[config.mk]
export PLATFORM = sky130hd
export DESIGN_NAME = ifu_fetch
export DESIGN_NICKNAME = d
export VERILOG_FILES = /design/src/rtl/ifu_pkg.sv /design/src/rtl/eop_dec.sv /design/src/rtl/ifu_fetch.sv
export SDC_FILE = /design/constraint.sdc
export NUM_CORES = 1
export LEC_CHECK = 0
export ABC_CLOCK_PERIOD_IN_PS = 2900
export BUFFER_PORTS_ARGS = -buffer_cell sky130_fd_sc_hd__buf_2
export CAP_MARGIN = 20
export CORE_MARGIN = 1.5
export CORE_UTILIZATION = 40
export CTS_CLUSTER_SIZE = 40
export DETAILED_ROUTE_END_ITERATION = 7
export HOLD_SLACK_MARGIN = 0.03
export MAX_ROUTING_LAYER = met4
export PLACE_DENSITY = 0.79
export SLEW_MARGIN = 10
export SYNTH_ARGS = -nofsm -noshare
export SYNTH_HDL_FRONTEND = slang
export SYNTH_SLANG_ARGS = --single-unit
[constraint.sdc]
create_clock -name clk -period 2.9 [get_ports clk]
set_clock_uncertainty 0.1 [all_clocks]
set_input_delay 0.435 -clock clk [delete_from_list [all_inputs] [get_ports clk]]
set_output_delay 0.435 -clock clk [all_outputs]
set_load 0.01 [all_outputs]
[src/rtl/ifu_pkg.sv]
// Shared definitions for the instruction fetch unit: FSM encodings, immediate
// extension modes, the opcodes that select them, and the default boot address.
package ifu_pkg;

    typedef enum logic [1:0] {
        IDLE  = 2'd0,
        FETCH = 2'd1,
        HOLD  = 2'd2
    } fetch_state_t;

    localparam logic [1:0] EOP_SIGN  = 2'b00;
    localparam logic [1:0] EOP_ZERO  = 2'b01;
    localparam logic [1:0] EOP_UPPER = 2'b10;
    localparam logic [1:0] EOP_SHL2  = 2'b11;

    localparam logic [5:0] OP_BEQ  = 6'b000100;
    localparam logic [5:0] OP_BNE  = 6'b000101;
    localparam logic [5:0] OP_ANDI = 6'b001100;
    localparam logic [5:0] OP_ORI  = 6'b001101;
    localparam logic [5:0] OP_XORI = 6'b001110;
    localparam logic [5:0] OP_LUI  = 6'b001111;

    localparam logic [31:0] RESET_PC_DEFAULT = 32'h0000_3000;

endpackage

[src/rtl/eop_dec.sv]
// Immediate extension mode decode from the primary opcode.
// Latency: combinational. Backpressure: none, pure function of opcode.
// Unlisted opcodes fall back to plain sign extension.
module eop_dec
    import ifu_pkg::*;
(
    input  logic [5:0] opcode,
    output logic [1:0] eop
);

    always_comb begin
        eop = EOP_SIGN;
        case (opcode)
            OP_LUI:                   eop = EOP_UPPER;
            OP_ANDI, OP_ORI, OP_XORI: eop = EOP_ZERO;
            OP_BEQ, OP_BNE:           eop = EOP_SHL2;
            default:                  eop = EOP_SIGN;
        endcase
    end

endmodule

[src/rtl/ifu_fetch.sv]
// Instruction fetch: issues word fetches, holds the returned word for decode.
// Latency: one cycle from accepted imem response to instr_valid.
// Backpressure: stall keeps the held word in HOLD; redirect overrides stall.
module ifu_fetch
    import ifu_pkg::*;
#(
    parameter int                 ADDR_W   = 32,
    parameter logic [ADDR_W-1:0]  RESET_PC = ADDR_W'(RESET_PC_DEFAULT)
) (
    input  logic              clk,
    input  logic              reset,
    output logic              imem_req,
    output logic [ADDR_W-1:0] imem_addr,
    input  logic              imem_rdy,
    input  logic [31:0]       imem_rdata,
    input  logic              stall,
    input  logic              redirect,
    input  logic [ADDR_W-1:0] npc,
    output logic [31:0]       instr,
    output logic [ADDR_W-1:0] pc,
    output logic              instr_valid,
    output logic [15:0]       imm,
    output logic [1:0]        EOp
);

    fetch_state_t      state, state_nxt;
    logic [ADDR_W-1:0] fetch_addr, fetch_addr_nxt;
    logic [ADDR_W-1:0] npc_aligned;
    logic              valid_nxt;
    logic              load_ir;

    // Low address bits of a redirect target are dropped, never trusted.
    assign npc_aligned = npc & ~ADDR_W'(3);

    always_ff @(posedge clk or posedge reset) begin
        if (reset) begin
            state       <= IDLE;
            fetch_addr  <= RESET_PC;
            instr       <= '0;
            pc          <= RESET_PC;
            instr_valid <= 1'b0;
        end else begin
            state       <= state_nxt;
            fetch_addr  <= fetch_addr_nxt;
            instr_valid <= valid_nxt;
            if (load_ir) begin
                instr <= imem_rdata;
                pc    <= fetch_addr;
            end
        end
    end

    always_comb begin
        state_nxt      = state;
        fetch_addr_nxt = fetch_addr;
        valid_nxt      = instr_valid;
        load_ir        = 1'b0;
        case (state)
            IDLE: begin
                state_nxt      = FETCH;
                fetch_addr_nxt = RESET_PC;
            end
            FETCH: begin
                // A response landing in the same cycle as a redirect is stale.
                if (redirect) begin
                    fetch_addr_nxt = npc_aligned;
                end else if (imem_rdy) begin
                    load_ir   = 1'b1;
                    valid_nxt = 1'b1;
                    state_nxt = HOLD;
                end
            end
            HOLD: begin
                if (redirect) begin
                    fetch_addr_nxt = npc_aligned;
                    valid_nxt      = 1'b0;
                    state_nxt      = FETCH;
                end else if (!stall) begin
                    fetch_addr_nxt = pc + ADDR_W'(4);
                    valid_nxt      = 1'b0;
                    state_nxt      = FETCH;
                end
            end
            default: begin
                state_nxt = IDLE;
            end
        endcase
    end

    assign imem_req  = (state == FETCH);
    assign imem_addr = fetch_addr;
    assign imm       = instr[15:0];

    eop_dec u_eop_dec (
        .opcode (instr[31:26]),
        .eop    (EOp)
    );

endmodule

## Word level (Yosys, flattened, before mapping)

Index checks and enable logic that the tools add are counted.

- Word-level logic and storage cells: 44
- Bits of input ports: 69
- Bits in registers: 99

- Reduce and logical (&&, ||, !) cells: 8
- Add/sub/neg operators: 1
- Multiplexer cells: 18
- Eq/ne operators: 12

Operators with widths:

| kind | number |
|---|---|
| 32-bit two-way mux | 3 |
| 32-bit case mux with 3 select lines | 1 |
| 32-bit by 3-bit adder with 32-bit output (second input constant) | 1 |
| 6-bit by 4-bit == test with 1-bit output (second input constant) | 4 |
| 6-bit by 3-bit == test with 1-bit output (second input constant) | 2 |
| 2-bit case mux with 3 select lines | 2 |
| 2-bit two-way mux | 4 |
| 1-bit two-way mux | 7 |
| 3-bit AND reduction | 2 |
| 2-bit by 1-bit inequality test with 1-bit output (second input constant) | 2 |
| 4-bit AND reduction | 1 |
| 3-bit inequality test (second input constant) | 1 |
| 3-bit nonzero test | 1 |
| 3-bit OR reduction | 1 |
| 2-bit by 1-bit == test with 1-bit output (second input constant) | 1 |
| 2-bit == test (second input constant) | 1 |
| 2-bit logical NOT | 1 |
| 2-bit inequality test (second input constant) | 1 |
| 1-bit case mux with 2 select lines | 1 |
| 2-bit nonzero test | 1 |
| 2-bit OR reduction | 1 |

## Longest topological paths before layout

- Word-level depth: 4
- Gate-level depth with buffers: 9

## Cells and area by module

Synthesis repeated with hierarchy kept, for this count alone.

- Cell total of the unflattened synthesis: 432
- Area, all modules: 4966.0 um^2

By module, submodules not included:

| module | times used | cells each | area each (um^2) |
|---|---|---|---|
| ifu_fetch | 1 | 426 | 4929.7 |
| eop_dec | 1 | 6 | 36.3 |

## Worst setup path before layout

No wires, ideal clock.

- Path type: reg-to-reg
- Start: register state[0]
- End: register fetch_addr[31], in the netlist imem_addr[31]
- Arrival time: 1.797 ns
- Period minus slack after synthesis: 2.001 ns
- Stages on the path, launching flop included: 10
- Setup slack: 0.899 ns
- Required time: 2.696 ns
- Cell sequence: dfrtp_1 inv_1 ha_1 inv_1 nor2_1 o211a_1 buf_2 clkbuf_1 a22oi_1 o41ai_2

- Cells in the longest elaborated chain, start to end: 3

RTL lines:

| item | line | source |
|---|---|---|
| from (decl) | ifu_fetch.sv:26 | `fetch_state_t state, state_nxt;` |
| from (signal assigned) | ifu_fetch.sv:43 | `state <= state_nxt;` |
| 2-bit == test, or another cell as far along | ifu_fetch.sv:58 | `case (state)` |
| 3-bit inequality test (no line), or another cell as far along | - |  |
| 3-bit AND reduction (no line) | - |  |
| to (signal assigned) | ifu_fetch.sv:44 | `fetch_addr <= fetch_addr_nxt;` |
| to (decl) | ifu_fetch.sv:27 | `logic [ADDR_W-1:0] fetch_addr, fetch_addr_nxt;` |

Several ways; a longest one is shown, not always the timed one.
A chain may end at the register's enable or synchronous reset.

## Final worst setup path

- Start: register state[0]
- End: register fetch_addr[21], in the netlist imem_addr[21]

The elaborated chain is that of the path after synthesis.

==> flow_summary.toml <==
[run_status]
outcome = "complete, but fails checks"
failed_checks = "design-rule violations"

[pwr]
leakage_nw = 3.06
powerDensity_nw_per_um2 = 1000
total_power_mw = 6.10
vdd_drop_max_mv = 0.368

[placed_design]
dp.cells = 717
place_area_um2 = 5800
portBuffers = 182
hpwl_um = 9240
gp_congestion = 0.870

[critical_path]
path_delay_family = "compound AO/OA/AOI/OAI gates"
cp_slowest_stage_delay_ns = 0.49
worstSetupPathDepth = 8
rrSetupSlack_ns = 0.51
worstReg2RegEnd = "imem_addr[21]"
worstPathRequired_ns = 3.06
crit_end = "imem_addr[21]"
worstPathArrival_ns = 2.55
worstPathMaxFanout = 10
timing.critical_path.buf_inv = 3
cp-start-kind = "register"
end_kind = "register"
reg2reg_depth = 8
slowest_stage = "o211a_1"
crit_type = "reg -> reg"
cp-startpoint = "state[0]"
reg2reg_from = "state[0]"
worstPathCellList = "inv_1, ha_1, inv_1, nor2_1, o211a_1, buf_4, a22oi_1, o21ai_1"
crit_top_cell = "inv_1"

[synthesis]
synth_warnings = 0
syn-mean-instance-area_um2 = 11.5
yosysSeqAreaShare = 0.517
ys_types = 43
ys_ff_latch = 99
synthArstFlopShare = 1.00
synth_most_common_cell = "dfrtp_1"
synth_ff_type = "dfrtp_1"
synthDominantCellAreaShare = 0.496
synth_area_um2 = 4800
synthTopCellsByArea = "dfrtp_1, mux2_2, a22oi_1"
synthCells = 418
synth_top_area_cell = "dfrtp_1"
syn-num-nets = 492
yosys-top-cells-count = "dfrtp_1, mux2_2, o21ai_0"
synth-edff-count = 0

[cts]
cts_made_buffers = 9
cts_resized = 0
insertion_delay_ns = 0.35
cts_root_buf = "clkbuf_16"
clk_pin_slew_worst_paths_ns = 0.06
cts_buffer_depth = 2
cts.htree.levels = 3
tritoncts = "yes"
cts_sinks = 99

[layout]
register_area_um2 = 2480
finalInstanceArea_um2 = 6100
drive_above_1_share = 0.470
nNetsFinal = 660
multi_input_area_um2 = 2090
areaGrowthSynthToFinish_pct = 27.1
layout.cells.non_filler = 735
fillers = 1048

[route]
ant_nets = 0
wl_per_cell_um = 17.2
drcViolationCount = 16
vias = 3993
viasPerCell = 5.43
wl_um = 12700
drt-initial-drc-count = 215
dr.pass1.iters = 7

[run]
drv_cap = 0

[sta]
fin_crit_ns = 2.39
finalHoldViolations = 0
setup-violations-final = 0
setup_tns_ns = 0
finalMaxSlewViolations = 0
tightest_slew_ns = 0.724
hold_slack_ns = 0.220
fmax_mhz = 418
max-slew-margin-rel = 0.514
rsz0062_at_grt = "no"
final.period_utilization = 0.825

[die]
die_w_um = 113
row_count = 39
coreArea_um2 = 11600
die_area_um2 = 12700
pin_count = 185
start_util = 0.415
die_y_um = 113

[global_routing]
grt_pass1_wl_um = 20200
grt_start_max_net_pins = 68
busiest_layer = "met2"
track_usage = 0.210
met3_usage = 0.0351
overflow = 0
use_met1 = 0.262
use_met2 = 0.341
grt_pass1_vias = 3992
antenna_found_initial = 1

[worst_hold_path]
hold_path_class = "in -> reg"
==> cell usage in the layout, fill, tap and decap left out, drive strengths merged, types with 4 or more instances in the layout <==
cell    synthesis  layout
dfrtp          95      95
buf            26     191
inv             8       7
a22oi          28      28
nand4          12      12
nor2           13      13
clkbuf          9      14
nand3          15      15
nor3            4       4
nand2          23      23
nor4            5       5
and3           10      10
dfstp           4       4
ha              5       5
a21oi          10      10
xnor2           9       9
xor2           18      18
o21ai          35      35
mux2           63      63
o31ai           4       4
==> registers in the layout, summed over array words and instances, names as in the netlist <==
| register | count |
|---|---|
| pc | 32 |
| imem_addr | 32 |
| instr | 32 |
| instr_valid | 1 |
| state | 2 |
==> worst register-to-register path: cells and delay by family, from the launching register on <==
kind	cells	cell delay, ns
AOI/OAI and AO/OA	3	0.67
adders and majority gates	1	0.36
buffers and inverters	3	0.48
DFF	1	0.40
and+or+nand+nor	1	0.28
==> metrics by stage <==
step / utilization / setup slack (ns)
after detailed placement: 0.501 / 0.538
after global routing: 0.527 / 0.303
after CTS: 0.527 / 0.539
after global placement: 0.501 / 0.699
final: 0.527 / 0.508
after floorplan: - / 0.899
==> report_power, final <==
part | switching, mW | leakage [nW] | internal [mW]
clock | 0.493 | 0.141 | 0.693
sequential | 0.547 | 1.28 | 1.94
combinational | 1.29 | 1.63 | 1.13
total | 2.33 | 3.06 | 3.77
==> area by class of cell <==
type | instances | area share
tap | 143 | 0.0293
clock inverter | 2 | 0.00574
antenna | 1 | 0.000410
sequential | 99 | 0.407
multi-input combinational | 275 | 0.343
timing repair buffer | 192 | 0.166
inverter | 9 | 0.00616
clock buffer | 14 | 0.0416
==> kinds of logic (layout without fill, tap and decap cells) <==
family                   after synthesis  in the layout  synth area share
AO/OA/AOI/OAI                         91             91             0.121
XOR/XNOR                              27             27            0.0493
adder cells (fa/ha/maj)                5              5            0.0130
buffers and inverters                 44            217            0.0493
flip-flops                            99             99             0.517
multiplexers                          65             65             0.152
other                                  0              1                 0
AND/OR/NAND/NOR                       87             87            0.0976
==> per-layer routing <==
metal / wire length [um] / share of wire / up-vias
li1: - / - / 1840
met1: 5490 / 0.43 / 1980
met2: 6240 / 0.49 / 155
met3: 718 / 0.057 / 18
met4: 223 / 0.018 / 0
met5: 0 / 0 / -
==> worst min path at each step <==
stage | start | depth (start not counted) | end
finish | imem_rdata[26] | 2 | instr[26]
floorplan | imem_addr[13] | 2 | imem_addr[13]
detailed placement | reset | 2 | instr[17]
global placement | reset | 2 | instr[17]
CTS | imem_rdata[26] | 2 | instr[26]
global route | imem_rdata[26] | 2 | instr[26]
==> repair_timing <==
action,in CTS,in global routing
setup buffers,0,0
hold buffers,1,0
hold endpoints to repair,14,0
No activity file was read; power rests on OpenSTA's default activity.
